==> src/rtl/bitpack_mux.sv <==
// bitpack_mux -- run-time configurable logic-analyser bit packer.
//
// Captures din on every accepted samp_vld and packs 2^lane_sel lanes per
// sample (clamped to CH_MAX) LSB-first into W-bit words. Completed words pass
// through a two-slot buffer (output register + pending register) to the sink.
// The final word of a session carries out_last. If a word completes while both
// slots are full and the sink is not draining, the completing sample is
// dropped and overrun is set.
//
// Ports:
//   clk, rst           clock, synchronous active-high reset
//   start, abort       session start (IDLE only) / immediate session end
//   sample_cycles      samples per session, latched at start
//   lane_sel           log2 of active lanes, latched at start
//   samp_vld, din      sample tick and channel inputs
//   out_valid/out_word/out_last, out_full   word sink handshake
//   busy, done, overrun                     session status
module bitpack_mux #(
  parameter int CH_MAX = 4,
  parameter int W      = 16,
  parameter int CNT_W  = 32
) (
  input  logic             clk,
  input  logic             rst,
  input  logic             start,
  input  logic             abort,
  input  logic [CNT_W-1:0] sample_cycles,
  input  logic [2:0]       lane_sel,
  input  logic             samp_vld,
  input  logic [CH_MAX-1:0] din,
  output logic             out_valid,
  output logic [W-1:0]     out_word,
  output logic             out_last,
  input  logic             out_full,
  output logic             busy,
  output logic             done,
  output logic             overrun
);

  localparam int LOG2_CH = $clog2(CH_MAX);
  // CW holds values 0..W inclusive (sample counts, bit offsets, lane counts).
  localparam int CW = $clog2(W) + 1;
  localparam logic [CW-1:0] ONE_C = CW'(1);
  localparam logic [2:0]    LSEL_MAX_C = 3'(LOG2_CH);

  typedef enum logic [1:0] {S_IDLE, S_RUN, S_FLUSH, S_DONE} state_t;

  state_t           state_q, state_d;
  logic [2:0]       lsel_q, lsel_d;
  logic [CNT_W-1:0] rem_q, rem_d;
  logic [W-1:0]     pack_q, pack_d;
  logic [CW-1:0]    cnt_q, cnt_d;
  logic             out_valid_q, out_valid_d;
  logic [W-1:0]     out_word_q, out_word_d;
  logic             out_last_q, out_last_d;
  logic             pend_valid_q, pend_valid_d;
  logic [W-1:0]     pend_word_q, pend_word_d;
  logic             pend_last_q, pend_last_d;
  logic             busy_q, busy_d;
  logic             done_q, done_d;
  logic             overrun_q, overrun_d;

  logic             xfer_s;
  logic [CW-1:0]    lane_cnt_s;
  logic [CW-1:0]    word_samps_s;
  logic [W-1:0]     lane_mask_s;
  logic [W-1:0]     samp_bits_s;
  logic             can_push_s;
  logic             push_s;
  logic [W-1:0]     push_word_s;
  logic             push_last_s;
  logic             last_samp_s;

  // Lane geometry and the current sample shifted into its slot of the word.
  always_comb begin
    lane_cnt_s   = ONE_C << lsel_q;
    word_samps_s = CW'(W) >> lsel_q;
    // Shifting by the full width yields zero, so L == W gives an all-ones mask.
    lane_mask_s  = ~({W{1'b1}} << lane_cnt_s);
    samp_bits_s  = (W'(din) & lane_mask_s) << (cnt_q << lsel_q);
  end

  // Next-state, packer, two-slot buffer and status logic.
  always_comb begin
    state_d      = state_q;
    lsel_d       = lsel_q;
    rem_d        = rem_q;
    pack_d       = pack_q;
    cnt_d        = cnt_q;
    out_valid_d  = out_valid_q;
    out_word_d   = out_word_q;
    out_last_d   = out_last_q;
    pend_valid_d = pend_valid_q;
    pend_word_d  = pend_word_q;
    pend_last_d  = pend_last_q;
    done_d       = 1'b0;
    overrun_d    = overrun_q;
    push_s       = 1'b0;
    push_word_s  = pack_q;
    push_last_s  = 1'b0;
    last_samp_s  = (rem_q == CNT_W'(1));

    // Drain first: a transfer frees the output register and promotes pending.
    xfer_s = out_valid_q & ~out_full;
    if (xfer_s) begin
      if (pend_valid_q) begin
        out_word_d = pend_word_q;
        out_last_d = pend_last_q;
      end else begin
        out_word_d = out_word_q;
        out_last_d = out_last_q;
      end
      out_valid_d  = pend_valid_q;
      pend_valid_d = 1'b0;
    end else begin
      out_valid_d  = out_valid_q;
      pend_valid_d = pend_valid_q;
    end
    can_push_s = ~out_valid_d | ~pend_valid_d;

    case (state_q)
      S_IDLE: begin
        if (start) begin
          lsel_d    = (lane_sel > LSEL_MAX_C) ? LSEL_MAX_C : lane_sel;
          rem_d     = sample_cycles;
          pack_d    = '0;
          cnt_d     = '0;
          overrun_d = 1'b0;
          state_d   = (sample_cycles == '0) ? S_FLUSH : S_RUN;
        end else begin
          state_d = S_IDLE;
        end
      end
      S_RUN: begin
        if (samp_vld) begin
          rem_d = rem_q - CNT_W'(1);
          if (cnt_q + ONE_C == word_samps_s) begin
            if (can_push_s) begin
              push_s      = 1'b1;
              push_word_s = pack_q | samp_bits_s;
              push_last_s = last_samp_s;
              pack_d      = '0;
              cnt_d       = '0;
            end else begin
              // Dropped: packer keeps its partial contents for the next sample.
              overrun_d = 1'b1;
            end
          end else begin
            pack_d = pack_q | samp_bits_s;
            cnt_d  = cnt_q + ONE_C;
          end
          state_d = last_samp_s ? S_FLUSH : S_RUN;
        end else begin
          state_d = S_RUN;
        end
      end
      S_FLUSH: begin
        if (cnt_q != '0) begin
          if (can_push_s) begin
            push_s      = 1'b1;
            push_word_s = pack_q;
            push_last_s = 1'b1;
            pack_d      = '0;
            cnt_d       = '0;
          end else begin
            push_s = 1'b0;
          end
        end else if (~out_valid_d & ~pend_valid_d) begin
          state_d = S_DONE;
        end else begin
          state_d = S_FLUSH;
        end
      end
      S_DONE: begin
        done_d  = 1'b1;
        state_d = S_IDLE;
      end
      default: begin
        state_d = S_IDLE;
      end
    endcase

    // Place a new word behind whatever survives the drain.
    if (push_s) begin
      if (~out_valid_d) begin
        out_valid_d = 1'b1;
        out_word_d  = push_word_s;
        out_last_d  = push_last_s;
      end else begin
        pend_valid_d = 1'b1;
        pend_word_d  = push_word_s;
        pend_last_d  = push_last_s;
      end
    end else begin
      pend_word_d = pend_word_d;
    end

    if (abort) begin
      state_d      = S_IDLE;
      pack_d       = '0;
      cnt_d        = '0;
      out_valid_d  = 1'b0;
      out_word_d   = '0;
      out_last_d   = 1'b0;
      pend_valid_d = 1'b0;
      pend_word_d  = '0;
      pend_last_d  = 1'b0;
      done_d       = 1'b0;
      overrun_d    = overrun_q;
    end else begin
      overrun_d = overrun_d;
    end

    // busy stays high through the done pulse and falls with it.
    busy_d = (state_d != S_IDLE) | done_d;
  end

  // State and datapath registers with synchronous reset.
  always_ff @(posedge clk) begin
    if (rst) begin
      state_q      <= S_IDLE;
      lsel_q       <= 3'd0;
      rem_q        <= '0;
      pack_q       <= '0;
      cnt_q        <= '0;
      out_valid_q  <= 1'b0;
      out_word_q   <= '0;
      out_last_q   <= 1'b0;
      pend_valid_q <= 1'b0;
      pend_word_q  <= '0;
      pend_last_q  <= 1'b0;
      busy_q       <= 1'b0;
      done_q       <= 1'b0;
      overrun_q    <= 1'b0;
    end else begin
      state_q      <= state_d;
      lsel_q       <= lsel_d;
      rem_q        <= rem_d;
      pack_q       <= pack_d;
      cnt_q        <= cnt_d;
      out_valid_q  <= out_valid_d;
      out_word_q   <= out_word_d;
      out_last_q   <= out_last_d;
      pend_valid_q <= pend_valid_d;
      pend_word_q  <= pend_word_d;
      pend_last_q  <= pend_last_d;
      busy_q       <= busy_d;
      done_q       <= done_d;
      overrun_q    <= overrun_d;
    end
  end

  assign out_valid = out_valid_q;
  assign out_word  = out_word_q;
  assign out_last  = out_last_q;
  assign busy      = busy_q;
  assign done      = done_q;
  assign overrun   = overrun_q;

endmodule
==> config.mk <==
export PLATFORM = sky130hd
export DESIGN_NAME = bitpack_mux
export DESIGN_NICKNAME = d
export VERILOG_FILES = /design/src/rtl/bitpack_mux.sv
export SDC_FILE = /design/constraint.sdc
export NUM_CORES = 1
export LEC_CHECK = 0
export CORE_MARGIN = 3
export CORE_UTILIZATION = 44
export DETAILED_ROUTE_END_ITERATION = 7
export DONT_BUFFER_PORTS = 1
export GPL_ROUTABILITY_DRIVEN = 0
export PLACE_DENSITY = 0.7
export SYNTH_ARGS = -nofsm -noshare
export SYNTH_HDL_FRONTEND = slang
export SYNTH_SLANG_ARGS = --single-unit
==> constraint.sdc <==
create_clock -name clk -period 2.6 [get_ports clk]
set_input_delay 0.39 -clock clk [delete_from_list [all_inputs] [get_ports clk]]
set_output_delay 0.39 -clock clk [all_outputs]
set_load 0.02 [all_outputs]
==> run_results.csv, run 1 <==
group,metric,value,unit
setup_path,critPathKind,"reg -> reg",
routing,ant_nets,0,
layout,final_common_cell,"dfxtp_1",
layout,fin_nets,725,
layout,drive_gt1_share,11.24,%
timing,relSlewSlack,59.03,%
cts,clkTransAtPathRegs,0.07,ns
placed_design,dp_hpwl,10700,um
layout,multiInputGateArea,0.003278,mm2
timing,finalSetupViolCount,0,
yosys,synth-seq-cells,97,
floorplan,placementRows,39,
pwr,p_seq_share,48.3,%
floorplan,die_w,117.1,um
setup_path,cp-start-kind,"flip-flop",
yosys,synthMuxAreaShare,6.018,%
yosys,synthSimpleGateAreaFrac,22.07,%
pwr,cellLeakagePower,0.002214,uW
routing,viasPerCell,6.300,
yosys,synth.distinct_cells,70,
routing,dr.first_iter.drc_count,300,
setup_path,endpoint_kind,"flip-flop",
yosys,netlist_area,0.005426,mm2
layout,final_cell_mix,"95 x dfxtp_1, 75 x a21oi_1, 69 x nor2_1",
routing,wl_per_cell,17.91,um
pwr,p_sw_share,27.67,%
global_routing,overflow,0,
setup_path,worstPathRequired,2.83,ns
global_routing,grt_max_degree,39,
timing,fin_tns_setup,0,ns
cts,cts_hold_buffers,0,
yosys,synth.avg_cell_area,8.039,um2
routing,dr.pass1.iters,5,
routing,via_count,5160,
pwr,p_sw,908.4,uW
timing,period_minus_slack,2.432,ns
global_routing,grt_pass1_wl,24030,um
layout,area_growth,10.93,%
yosys,async_reset_ff_share,0,%
yosys,synth-compound-area-share,28.82,%
cts,clk_latency,0.35,ns
timing,maxSlewViolCount,0,
cts,h-tree-depth,3,
yosys,synth_edf_count,0,
floorplan,initial_utilization,46.34,%
cts,clockBufferDepth,2,
cts,cts_sinks,97,
yosys,synth_top_family_by_area,"compound AO/OA/AOI/OAI gates",
outcome,outcome,"finished, final reports clean",
run,drv_cap,0,
timing,final-hold-violation-count,0,
floorplan,io_pins,66,
setup_path,worstPathArrival,2.66,ns
timing,rsz0062_at_grt,"false",
layout,seqCellArea,0.001944,mm2
placed_design,port_buffers,0,
yosys,yosysSeqAreaShare,35.79,%
yosys,yosys_warnings,0,
timing,worstMarginPinSlew,0.6126,ns
pwr,p_clk_share,40.0,%
timing,max_freq,411.2,MHz
global_routing,grt_pass1_vias,4964,
yosys,synth_ff_type,"dfxtp_1",
floorplan,core-area,0.01171,mm2
global_routing,antenna_found_initial,0,
yosys,syn_inst,675,
yosys,synthXorXnorAreaFrac,0.6456,%
worst_hold_path,holdCritPathClass,"in -> reg",
layout,final_core_util,51.40,%
floorplan,die_area,0.01370,mm2
pwr,peakVddDrop,462.5,uV
routing,drc,0,
cts,root_buffer,"clkbuf_16",
cts,cts_tree,"yes",
yosys,syn_nets,729,
timing,clock-skew-final,0.008385,ns
pwr,intPower,2374,uW
pwr,comb_power_share,11.7,%
layout,antenna_cells,0,
setup_path,cp_max_fo,14,
pwr,powerDensity,545.4,mW/mm2
global_routing,track_usage,22.03,%
routing,routed_wl,14670,um
floorplan,die_h,117.1,um
layout,fill_cells,1088,
yosys,synth_adder_area_share,2.075,%
cts,cts-buffers-inserted,9,
timing,finalCritPeriodShare,93.53,%
-- cell families (layout without fill, tap and decap cells) --
family                   Yosys count  count (layout)
AO/OA/AOI/OAI                    239             239
AND/OR/NAND/NOR                  233             233
flip-flops                        97              97
buffers and inverters             61              62
multiplexers                      32              32
adder cells (fa/ha/maj)            9               9
XOR/XNOR                           4               4
-- critical path, cell delays in order (launching register included) --
cell and delay [ns]:
dfxtp_2 0.40, ha_1 0.19, nand3_1 0.10, xor2_1 0.17
or4_4 0.44, a32o_2 0.31, o31a_1 0.34, nor2_4 0.12
buf_12 0.14, a21boi_0 0.09
-- through the flow --
step / cell area (um2) / hold WS [ns] / power, uW / cells / setup WS, ns
floorplan: 5426 / 0.4358 / 1902 / 675 / 0.08312
global placement: 5687 / 0.4470 / 1978 / 803 / 0.1399
detailed placement: 5687 / 0.4499 / 1991 / 803 / 0.08809
CTS: 5976 / 0.09790 / 3291 / 819 / 0.06103
global route: 6020 / 0.08170 / 3427 / 819 / 0.01854
finish: 6020 / 0.1014 / 3283 / 819 / 0.1683
-- cells in the mapped netlist, types with 4 or more instances --
| cell type | n | area share [%] |
|---|---|---|
| nor4_1 | 16 | 1.8 |
| clkbuf_1 | 33 | 2.3 |
| nand3b_1 | 7 | 0.97 |
| dfxtp_1 | 97 | 36 |
| a32oi_1 | 5 | 0.81 |
| a21boi_1 | 11 | 1.5 |
| a211oi_1 | 16 | 2.2 |
| nand2b_1 | 6 | 0.69 |
| a21oi_1 | 75 | 6.9 |
| o21ai_0 | 43 | 4.0 |
| a22o_1 | 7 | 1.1 |
| and3_1 | 6 | 0.69 |
| ha_1 | 9 | 2.1 |
| mux2i_1 | 27 | 5.0 |
| inv_1 | 12 | 0.83 |
| or3_1 | 7 | 0.81 |
| a22oi_1 | 7 | 0.97 |
| nor2_1 | 71 | 4.9 |
| o32ai_1 | 4 | 0.65 |
| nand3_1 | 13 | 1.2 |
| and2_1 | 6 | 0.69 |
| nor2b_1 | 7 | 0.81 |
| a31oi_1 | 12 | 1.4 |
| o22ai_1 | 10 | 1.2 |
| nand4_1 | 6 | 0.69 |
| o21a_1 | 4 | 0.55 |
| or4_1 | 7 | 0.97 |
| nand2_1 | 50 | 3.5 |
| buf_1 | 6 | 0.42 |
| nor3_1 | 13 | 1.2 |
| buf_2 | 7 | 0.65 |
-- power by group through the flow --
stage,clock network (uW),registers (uW),logic [uW]
floorplan,0,1600,302
global placement,0,1610,365
detailed placement,0,1620,376
CTS,1330,1580,377
global route,1400,1590,432
finish,1310,1590,385
-- final timing paths --
check,from,endpoint,slack [ns],depth (start not counted)
worst max-delay path,cnt_q[1],out_word[4],0.17,9
worst min-delay path,rst,rem_q[2],0.10,1
worst max register to register,cnt_q[1],out_word[4],0.17,9
worst min register to register,pack_q[8],pack_q[8],0.47,2
-- routing by layer --
layer	track usage (%)	share of wire [%]	wire, um
met2	36.37	48	7042
met5	0	0	0
met3	7.044	7.1	1049
met4	9.404	3.0	433
met1	26.40	42	6148
-- final cells by class --
cell class | count | area share (%)
clock inverters | 5 | 0.7691
well taps | 143 | 2.972
repair buffers | 34 | 4.718
inverters | 12 | 0.7483
clock buffers | 11 | 4.032
flip-flops and latches | 97 | 32.30
multi-input cells | 517 | 54.46
-- registers in the layout, summed over array words and instances (netlist names), 2 cells and up --
signal and cells:
lsel_q 3, pack_q 16, out_word 16, state_q 2, cnt_q 5, pend_word_q 16
rem_q 32
-- repair_timing --
item / CTS / global route
resized for setup: 0 / 10
buffers inserted: 0 / 0
endpoints found under the setup margin: 0 / 43
endpoints found under the hold margin: 0 / 0
(Power assumes the default switching activity.)
==> run 2: changes to the inputs <==
- SLEW_MARGIN: not set -> 25
==> results of run 2 <==
No change in the layout: final DEF, timing and power equal those of run 1.
